==> src/rtl/hs_arith_dispatch_pkg.sv <==
// Shared types and helpers for the minimum-load dispatcher.
// Load width is chosen per instance, so the load type is built by macro.
`ifndef HS_ARITH_DISPATCH_PKG_SV
`define HS_ARITH_DISPATCH_PKG_SV

`define HS_LOAD_T(w) logic [(w)-1:0]

package hs_arith_dispatch_pkg;

    localparam int DEF_LOAD_WIDTH = 8;

    typedef `HS_LOAD_T(DEF_LOAD_WIDTH) load_t;

    // True when the lower-index candidate should be kept over the higher one.
    function automatic logic keep_lower(
        input logic        lo_ok,
        input logic        hi_ok,
        input logic [31:0] lo_load,
        input logic [31:0] hi_load
    );
        return lo_ok && (!hi_ok || lo_load <= hi_load);
    endfunction

endpackage

`endif

==> src/rtl/hs_arith_load_counter.sv <==
// Saturating up/down outstanding-work counter for one dispatch channel.
// underflow_o flags a decrement seen while the count is already zero.
module hs_arith_load_counter
    import hs_arith_dispatch_pkg::*;
#(
    parameter int W   = 8,
    parameter int MAX = 255
) (
    input  logic         clk,
    input  logic         rst_n,
    input  logic         inc_i,
    input  logic         dec_i,
    output logic [W-1:0] count_o,
    output logic         at_max_o,
    output logic         underflow_o
);

    localparam logic [W-1:0] MAX_C = W'(MAX);

    `HS_LOAD_T(W) count_q;
    `HS_LOAD_T(W) count_d;

    assign at_max_o    = (count_q >= MAX_C);
    assign underflow_o = dec_i && (count_q == '0);
    assign count_o     = count_q;

    // inc and dec together cancel, including the zero-count case
    always_comb begin
        count_d = count_q;
        unique case ({inc_i, dec_i})
            2'b10: if (!at_max_o) count_d = count_q + 1'b1;
            2'b01: if (!underflow_o) count_d = count_q - 1'b1;
            default: ;
        endcase
    end

    always_ff @(posedge clk or negedge rst_n) begin
        if (!rst_n) begin
            count_q <= '0;
        end else begin
            count_q <= count_d;
        end
    end

endmodule

==> src/rtl/hs_arith_min_load_dispatcher.sv <==
// 1-to-N dispatcher: each beat goes to the eligible channel with least load.
// s_ready/s_index are combinational from m_ready and ch_enable.
module hs_arith_min_load_dispatcher
    import hs_arith_dispatch_pkg::*;
#(
    parameter int DATA_WIDTH = 32,
    parameter int OUTPUT_NUM = 4,
    parameter int LOAD_WIDTH = 8,
    parameter int MAX_LOAD   = 2**LOAD_WIDTH - 1,
    localparam int INDEX_WIDTH = $clog2(OUTPUT_NUM)
) (
    input  logic                                   clk,
    input  logic                                   rst_n,
    input  logic [DATA_WIDTH-1:0]                  s_data,
    input  logic                                   s_valid,
    output logic                                   s_ready,
    output logic [INDEX_WIDTH-1:0]                 s_index,
    input  logic [OUTPUT_NUM-1:0]                  ch_enable,
    output logic [OUTPUT_NUM-1:0][DATA_WIDTH-1:0]  m_data,
    output logic [OUTPUT_NUM-1:0]                  m_valid,
    input  logic [OUTPUT_NUM-1:0]                  m_ready,
    input  logic [OUTPUT_NUM-1:0]                  done,
    output logic [OUTPUT_NUM-1:0][LOAD_WIDTH-1:0]  load,
    output logic                                   err_underflow
);

    logic [OUTPUT_NUM-1:0]                 elig;
    logic [OUTPUT_NUM-1:0]                 at_max;
    logic [OUTPUT_NUM-1:0]                 uflow;
    logic [OUTPUT_NUM-1:0]                 acc_oh;
    logic [OUTPUT_NUM-1:0][DATA_WIDTH-1:0] m_data_q, m_data_d;
    logic [OUTPUT_NUM-1:0]                 m_valid_q, m_valid_d;
    logic                                  err_q, err_d;
    logic [INDEX_WIDTH-1:0]                tgt;
    logic                                  any_ok;
    logic                                  accept;
    `HS_LOAD_T(LOAD_WIDTH)                 best_load;

    for (genvar g = 0; g < OUTPUT_NUM; g++) begin : g_ch
        hs_arith_load_counter #(
            .W   (LOAD_WIDTH),
            .MAX (MAX_LOAD)
        ) u_cnt (
            .clk         (clk),
            .rst_n       (rst_n),
            .inc_i       (acc_oh[g]),
            .dec_i       (done[g]),
            .count_o     (load[g]),
            .at_max_o    (at_max[g]),
            .underflow_o (uflow[g])
        );

        assign elig[g] = ch_enable[g] & ~at_max[g]
                       & (~m_valid_q[g] | m_ready[g]);
    end

    // Scan upward; a later channel wins only on strictly lower load
    always_comb begin
        tgt       = '0;
        any_ok    = 1'b0;
        best_load = '0;
        for (int i = 0; i < OUTPUT_NUM; i++) begin
            if (elig[i] && !keep_lower(any_ok, 1'b1,
                                       32'(best_load), 32'(load[i]))) begin
                any_ok    = 1'b1;
                tgt       = INDEX_WIDTH'(i);
                best_load = load[i];
            end
        end
    end

    assign accept  = s_valid & any_ok;
    assign s_ready = any_ok;
    assign s_index = tgt;

    always_comb begin
        acc_oh    = '0;
        m_valid_d = m_valid_q;
        m_data_d  = m_data_q;
        for (int i = 0; i < OUTPUT_NUM; i++) begin
            acc_oh[i] = accept && (tgt == INDEX_WIDTH'(i));
            if (acc_oh[i]) begin
                m_valid_d[i] = 1'b1;
                m_data_d[i]  = s_data;
            end else if (m_ready[i]) begin
                m_valid_d[i] = 1'b0;
            end
        end
    end

    assign err_d = err_q | (|uflow);

    always_ff @(posedge clk or negedge rst_n) begin
        if (!rst_n) begin
            m_valid_q <= '0;
            m_data_q  <= '0;
            err_q     <= 1'b0;
        end else begin
            m_valid_q <= m_valid_d;
            m_data_q  <= m_data_d;
            err_q     <= err_d;
        end
    end

    assign m_valid       = m_valid_q;
    assign m_data        = m_data_q;
    assign err_underflow = err_q;

endmodule

==> config.mk <==
export PLATFORM = sky130hd
export DESIGN_NAME = hs_arith_min_load_dispatcher
export DESIGN_NICKNAME = d
export VERILOG_FILES = /design/src/rtl/hs_arith_dispatch_pkg.sv /design/src/rtl/hs_arith_load_counter.sv /design/src/rtl/hs_arith_min_load_dispatcher.sv
export SDC_FILE = /design/constraint.sdc
export NUM_CORES = 1
export LEC_CHECK = 0
export ABC_AREA = 0
export CORE_MARGIN = 1.5
export CORE_UTILIZATION = 39
export DETAILED_ROUTE_END_ITERATION = 8
export PLACE_DENSITY = 0.66
export SKIP_LAST_GASP = 1
export SLEW_MARGIN = 20
export SYNTH_ARGS = -nofsm -noshare
export SYNTH_HDL_FRONTEND = slang
export SYNTH_SLANG_ARGS = --single-unit
==> constraint.sdc <==
create_clock -name clk -period 15.01 [get_ports clk]
set_clock_uncertainty 0.2 [all_clocks]
set_input_delay 2.2515 -clock clk [delete_from_list [all_inputs] [get_ports clk]]
set_output_delay 2.2515 -clock clk [all_outputs]
set_load 0.02 [all_outputs]
# Yosys cells after proc, flatten, opt, wreduce, memory -nomap -nowiden
# Cells that the tools add are included.
# word_totals
word_cells	134
output_inout_bits	168
ff_bits	165
# classes
eq_ne	19
order_cmp	7
reduce_logical	35
add_sub_neg	8
mux	30
bitwise	22
# ops
operator	count
8-bit 2-to-1 mux	11
8-bit one-hot mux with 2 select lines	4
8-bit by 1-bit adder with 8-bit output (second input constant)	4
8-bit >= comparator (second input constant)	4
8-bit zero test	4
8-bit by 1-bit subtractor with 8-bit output (second input constant)	4
8-bit <= comparator	3
2-bit != test (second input constant)	8
2-bit nonzero test	8
1-bit logical AND	14
1-bit 2-to-1 mux	13
2-bit == test (second input constant)	6
3-bit AND reduction	4
2-bit by 1-bit == test with 1-bit output (second input constant)	5
1-bit AND	9
1-bit inverter	8
1-bit bitwise OR	5
2-bit 2-to-1 mux	2
4-bit OR reduction	1
1-bit zero test	3
2-bit zero test	1

# Depth between registers and ports, before layout
# logic_depth
ltp_word	25
depth_mapped	32
mapped_depth_nobuf	31

# Hierarchy
# From an unflattened synthesis, not the netlist that was laid out.
# hier_totals
cells_unflattened	647
area_unflattened_um2	8458.1
# modules_own_cells
mod	seq_area_each_um2	n_inst	cells_each	area_each_um2
hs_arith_min_load_dispatcher	3328.2	1	423	6276.0
hs_arith_load_counter	200.2	4	56	545.5

# Worst setup path after synthesis
# OpenSTA, ideal clock, no wires.
# synth_path
path_kind	input to register
from	in m_ready[0]
to	reg g_ch[1].u_cnt.count_q (netlist bit g_ch[1].u_cnt.count_o[6])
path_slack_ns	5.596
setup_ns	0.087
cell_stages	31
t_required_ns	14.723
t_arrival_ns	9.128
path_cell_list	nand2b_1 -> o211ai_2 -> nor2_1 -> ha_1 -> nor2b_1 -> o211ai_1 -> a21oi_1 -> o31ai_4 -> mux2_2 -> ha_1 -> nand4_1 -> nand2b_1 -> a21o_1 -> a31oi_4 -> mux2_2 -> ha_1 -> nor2b_1 -> o211ai_1 -> a21oi_1 -> o31ai_1 -> or3b_1 -> buf_6 -> buf_8 -> ha_1 -> ha_1 -> nor2b_1 -> o21ai_0 -> a21boi_0 -> o21a_1 -> or4b_2 -> o211ai_1
# synth_between
elab_chain_len	23
# synth_rtl
element	line	source
start: declaration	hs_arith_min_load_dispatcher.sv:21	input logic [OUTPUT_NUM-1:0] m_ready,
1-bit bitwise OR (*)	hs_arith_min_load_dispatcher.sv:54	& (~m_valid_q[g] | m_ready[g]);
1-bit AND (*)	hs_arith_min_load_dispatcher.sv:54	
8-bit 2-to-1 mux	hs_arith_min_load_dispatcher.sv:63	if (elig[i] && !keep_lower(any_ok, 1'b1,
8-bit <= comparator	hs_arith_dispatch_pkg.sv:21	return lo_ok && (!hi_ok || lo_load <= hi_load);
1-bit logical AND	hs_arith_dispatch_pkg.sv:21	
1-bit zero test	hs_arith_min_load_dispatcher.sv:63	
1-bit logical AND	hs_arith_min_load_dispatcher.sv:63	
8-bit 2-to-1 mux	hs_arith_min_load_dispatcher.sv:63	
(+7 left out)	--	
1-bit zero test	hs_arith_min_load_dispatcher.sv:63	
1-bit logical AND	hs_arith_min_load_dispatcher.sv:63	
2-bit 2-to-1 mux / 1-bit 2-to-1 mux (equally long branches)	hs_arith_min_load_dispatcher.sv:63	
2-bit by 1-bit == test with 1-bit output / 1-bit AND (equally long branches)	hs_arith_min_load_dispatcher.sv:81, hs_arith_min_load_dispatcher.sv:72	
1-bit logical AND (*)	hs_arith_min_load_dispatcher.sv:81	acc_oh[i] = accept && (tgt == INDEX_WIDTH'(i));
2-bit by 1-bit == test with 1-bit output / 2-bit == test (equally long branches)	hs_arith_load_counter.sv:30	unique case ({inc_i, dec_i})
2-bit != test (no line) / 2-bit nonzero test (equally long branches)	--	
3-bit AND reduction (no line)	--	
end signal: assignment	hs_arith_load_counter.sv:41	count_q <= count_d;
end: declaration	hs_arith_load_counter.sv:20	`HS_LOAD_T(W) count_q;
# Every way passes the cells marked *; elsewhere a longest branch is shown, timed or not.
# A chain may end at the register's enable or synchronous reset.

# Worst setup path in the final report
# layout_path
from	in m_ready[0]
to	out s_index[1]
# layout_between
elab_chain_len	18
# layout_rtl
element	line	source
1-bit bitwise OR (*)	hs_arith_min_load_dispatcher.sv:54	
1-bit AND (*)	hs_arith_min_load_dispatcher.sv:54	
8-bit 2-to-1 mux	hs_arith_min_load_dispatcher.sv:63	
8-bit <= comparator	hs_arith_dispatch_pkg.sv:21	
1-bit logical AND	hs_arith_dispatch_pkg.sv:21	
1-bit zero test	hs_arith_min_load_dispatcher.sv:63	
1-bit logical AND	hs_arith_min_load_dispatcher.sv:63	
8-bit 2-to-1 mux	hs_arith_min_load_dispatcher.sv:63	
(+2 left out)	--	
1-bit zero test	hs_arith_min_load_dispatcher.sv:63	
1-bit logical AND	hs_arith_min_load_dispatcher.sv:63	
8-bit 2-to-1 mux	hs_arith_min_load_dispatcher.sv:63	
8-bit <= comparator	hs_arith_dispatch_pkg.sv:21	
1-bit logical AND	hs_arith_dispatch_pkg.sv:21	
1-bit zero test	hs_arith_min_load_dispatcher.sv:63	
1-bit logical AND	hs_arith_min_load_dispatcher.sv:63	
2-bit 2-to-1 mux (*)	hs_arith_min_load_dispatcher.sv:63	
end: declaration	hs_arith_min_load_dispatcher.sv:17	output logic [INDEX_WIDTH-1:0] s_index,
# Marked as above.

==> out/metrics.yaml <==
run_status:
  outcome: "complete, no violations"
power_and_ir_drop:
  p_leak_uw: 0.005095
  clkPwrFrac_pct: 15.0
  power.density_nw_per_um2: 266.6
  power_uw: 3090
  netSwitchingFraction_pct: 42.07
  ir_drop_mv: 0.1208
  power_switching_uw: 1300
  internal_power_uw: 1790
  comb_power_share_pct: 57.0
  seqPwrFrac_pct: 28.1
synth:
  syn_area_sq_um: 8546
  synth_top_area_cell: "dfrtp_1"
  synthArstFlopShare_pct: 100.0
  yosysSeqAreaShare_pct: 48.32
  synth_top_area_share_pct: 48.32
  synth_flop_cell: "dfrtp_1"
  synth_cell_types: 55
  ys_warn_count: 0
  synth_edf_count: 0
  yosys-top-cells-area: "dfrtp_1 (48%), mux2_2 (10%), ha_1 (8.2%)"
  synth_fp_nets: 800
  postSynthCellCount: 693
  syn_avg_cell_area_sq_um: 12.33
  synth_seq_cells: 165
timing:
  period_needed_ps: 10880
  fin_crit_sh_pct: 72.48
  fin_hold_ws_ps: 269.5
  maxSlewHeadroom_pct: 37.79
  setup_tns_ps: 0
  worst_pin_slew_ps: 933.1
  fmax_mhz: 91.92
  rsz0062_at_grt: "no"
  drv_slew: 0
  finalHoldViolations: 0
  setup_violations: 0
placed_design:
  routabilityCongestion: 0.7891
  dp_hpwl_mm: 15.41
  numPortBuffers: 214
cells_and_area:
  fillers: 1869
  num-nets-final: 1021
  final_common_cell: "clkdlybuf4s50_1"
  antennaDiodeCount: 0
  drive_gt1_share_pct: 17.26
  final_cell_mix: "clkdlybuf4s50_1 (213), dfrtp_1 (165), mux2_2 (78)"
  synthToLayoutAreaGrowth_pct: 35.64
worst_setup_path:
  crit_fanout: 10
  cp-start-kind: "input port"
  crit_path_end_kind: "primary output"
  critPathRequiredTime_ps: 12560
  critPathKind: "input port to primary output"
  crit_arrival_ps: 8430
clock_tree:
  cts_resized: 0
  cts_buffer_depth: 2
  cts-root-buf: "clkbuf_16"
  cts_tree: "yes"
  clkTransAtPathRegs_ps: 80
  post_cts_buffers: 0
  hold_buffers: 0
  clk_latency_ps: 430
  cts_sinks: 165
  h-tree-depth: 4
  cts_buffers: 17
route:
  firstDrtPassIters: 5
  wl_per_cell_um: 18.02
  wl_mm: 21.66
  num_vias: 6124
  ant_nets: 0
  drtIter0Drc: 179
  drc_errors: 0
  vias_per_cell: 5.095
floorplanning:
  die_height_um: 151.0
  ios: 215
  die_w_um: 151.0
  rows: 53
  core_sq_um: 21290
  start_util_pct: 40.15
  die_area_sq_um: 22810
global_route:
  antenna_found_initial: 0
  grt.total_usage_pct: 19.82
  grt_max_degree: 101
  grt_pass1_wl_mm: 34.47
  grt_pass1_vias: 6252
  grt-ovfl-total: 0
job:
  maxCapViolCount: 0
min_path:
  hold_class: "register to register"
[sequential cells by signal, indices dropped and copies added, names as in the netlist]
| signal | cells |
|---|---|
| m_data | 128 |
| m_valid | 4 |
| g_ch.u_cnt.count_o | 32 |
| err_underflow | 1 |
[Yosys cell counts (2+ instances only)]
master	instances
dfrtp_1	165
mux2_2	78
ha_1	56
inv_1	50
mux2_1	39
o21ai_0	38
nand2_1	29
mux2_4	27
nor2_1	27
a21oi_1	21
nand4_1	14
nor3_1	13
xor2_1	12
nand3_1	10
a21o_1	9
xnor2_1	8
nor2b_1	7
and2_1	6
buf_2	6
o211ai_1	6
o21a_1	6
a211oi_1	4
a221o_1	4
fa_1	4
nand2b_1	4
nor4_1	4
o31ai_1	4
buf_4	3
clkbuf_1	3
o21bai_1	3
and4_1	2
buf_12	2
nand3b_1	2
o211ai_2	2
or3_1	2
or3b_2	2
or4_1	2
or4b_2	2
[final timing paths]
check                                                startpoint                                   end  slack, ps  cells past startpoint
setup / recovery                                     m_ready[0]                            s_index[1]       4130                     24
setup reg to reg           g_ch[0].u_cnt.count_o[4]$_DFFE_PN0P_  g_ch[1].u_cnt.count_o[6]$_DFFE_PN0P_       5920                     30
min in group asynchronous                                 rst_n  g_ch[0].u_cnt.count_o[5]$_DFFE_PN0P_       1670                      1
hold / removal                          err_underflow$_DFF_PN0_               err_underflow$_DFF_PN0_        270                      2
max in group asynchronous                                 rst_n                m_data[54]$_DFFE_PN0P_      11510                      2
hold reg to reg                         err_underflow$_DFF_PN0_               err_underflow$_DFF_PN0_        270                      2
[power by group through the flow]
stage / registers, uW / clock network [uW] / logic (uW)
after floorplan: 1110 / 0 / 821
after global placement: 868 / 0 / 1750
after detailed placement: 875 / 0 / 1770
after CTS: 871 / 475 / 1780
after global routing: 901 / 490 / 1920
final: 867 / 462 / 1760
[worst max-delay path: stages]
cell,delay [ps]
clkdlybuf4s50_1,440
nand2b_1,180
o211ai_2,200
nor2_1,180
ha_1,270
nor2b_1,140
o211ai_1,150
a21oi_1,140
o31ai_4,490
mux2_2,410
ha_1,300
nand4_1,120
nand2b_1,160
a21o_1,200
a31oi_4,360
mux2_2,390
ha_1,290
nor2b_1,130
o211ai_1,160
a21oi_1,110
o21bai_1,340
a21oi_1,150
or2_2,320
clkdlybuf4s50_1,540
[layout make-up]
class	count	area, sq um	area share (%)
flip-flops and latches	165	4129	35.62
multi-input cells	461	4113	35.48
repair buffers	219	2181	18.81
clock buffers	17	425.4	3.670
well taps	275	344.1	2.968
clock inverters	15	211.5	1.824
inverters	50	187.7	1.619
[through the flow]
stage | setup WS [ps] | cells | cell area [sq um] | util (%)
2_1_floorplan | 5596 | 693 | 8546 | -
3_3_place_gp | 4203 | 1170 | 10950 | 51.46
3_5_place_dp | 3935 | 1170 | 10950 | 51.46
4_1_cts | 4143 | 1202 | 11590 | 54.45
5_1_grt | 3633 | 1202 | 11590 | 54.45
6_report | 4131 | 1202 | 11590 | 54.45
[layer usage]
layer  wire (um)  up-vias  GRT usage [%]
met1        9438     3001          25.27
met4         544        0          6.650
li1            -     2919              -
met3        1566       35          6.747
met2       10110      169          31.46
met5           0        -              0
[logic make-up after synthesis]
group	count (synthesis)	synth area share, %
flops	165	48.32
mux	144	20.16
simple gates	131	7.979
compound gates	106	8.594
buf+inv	67	3.763
fa+ha+maj	60	9.136
xor+xnor	20	2.050
(Power assumes the default switching activity.)
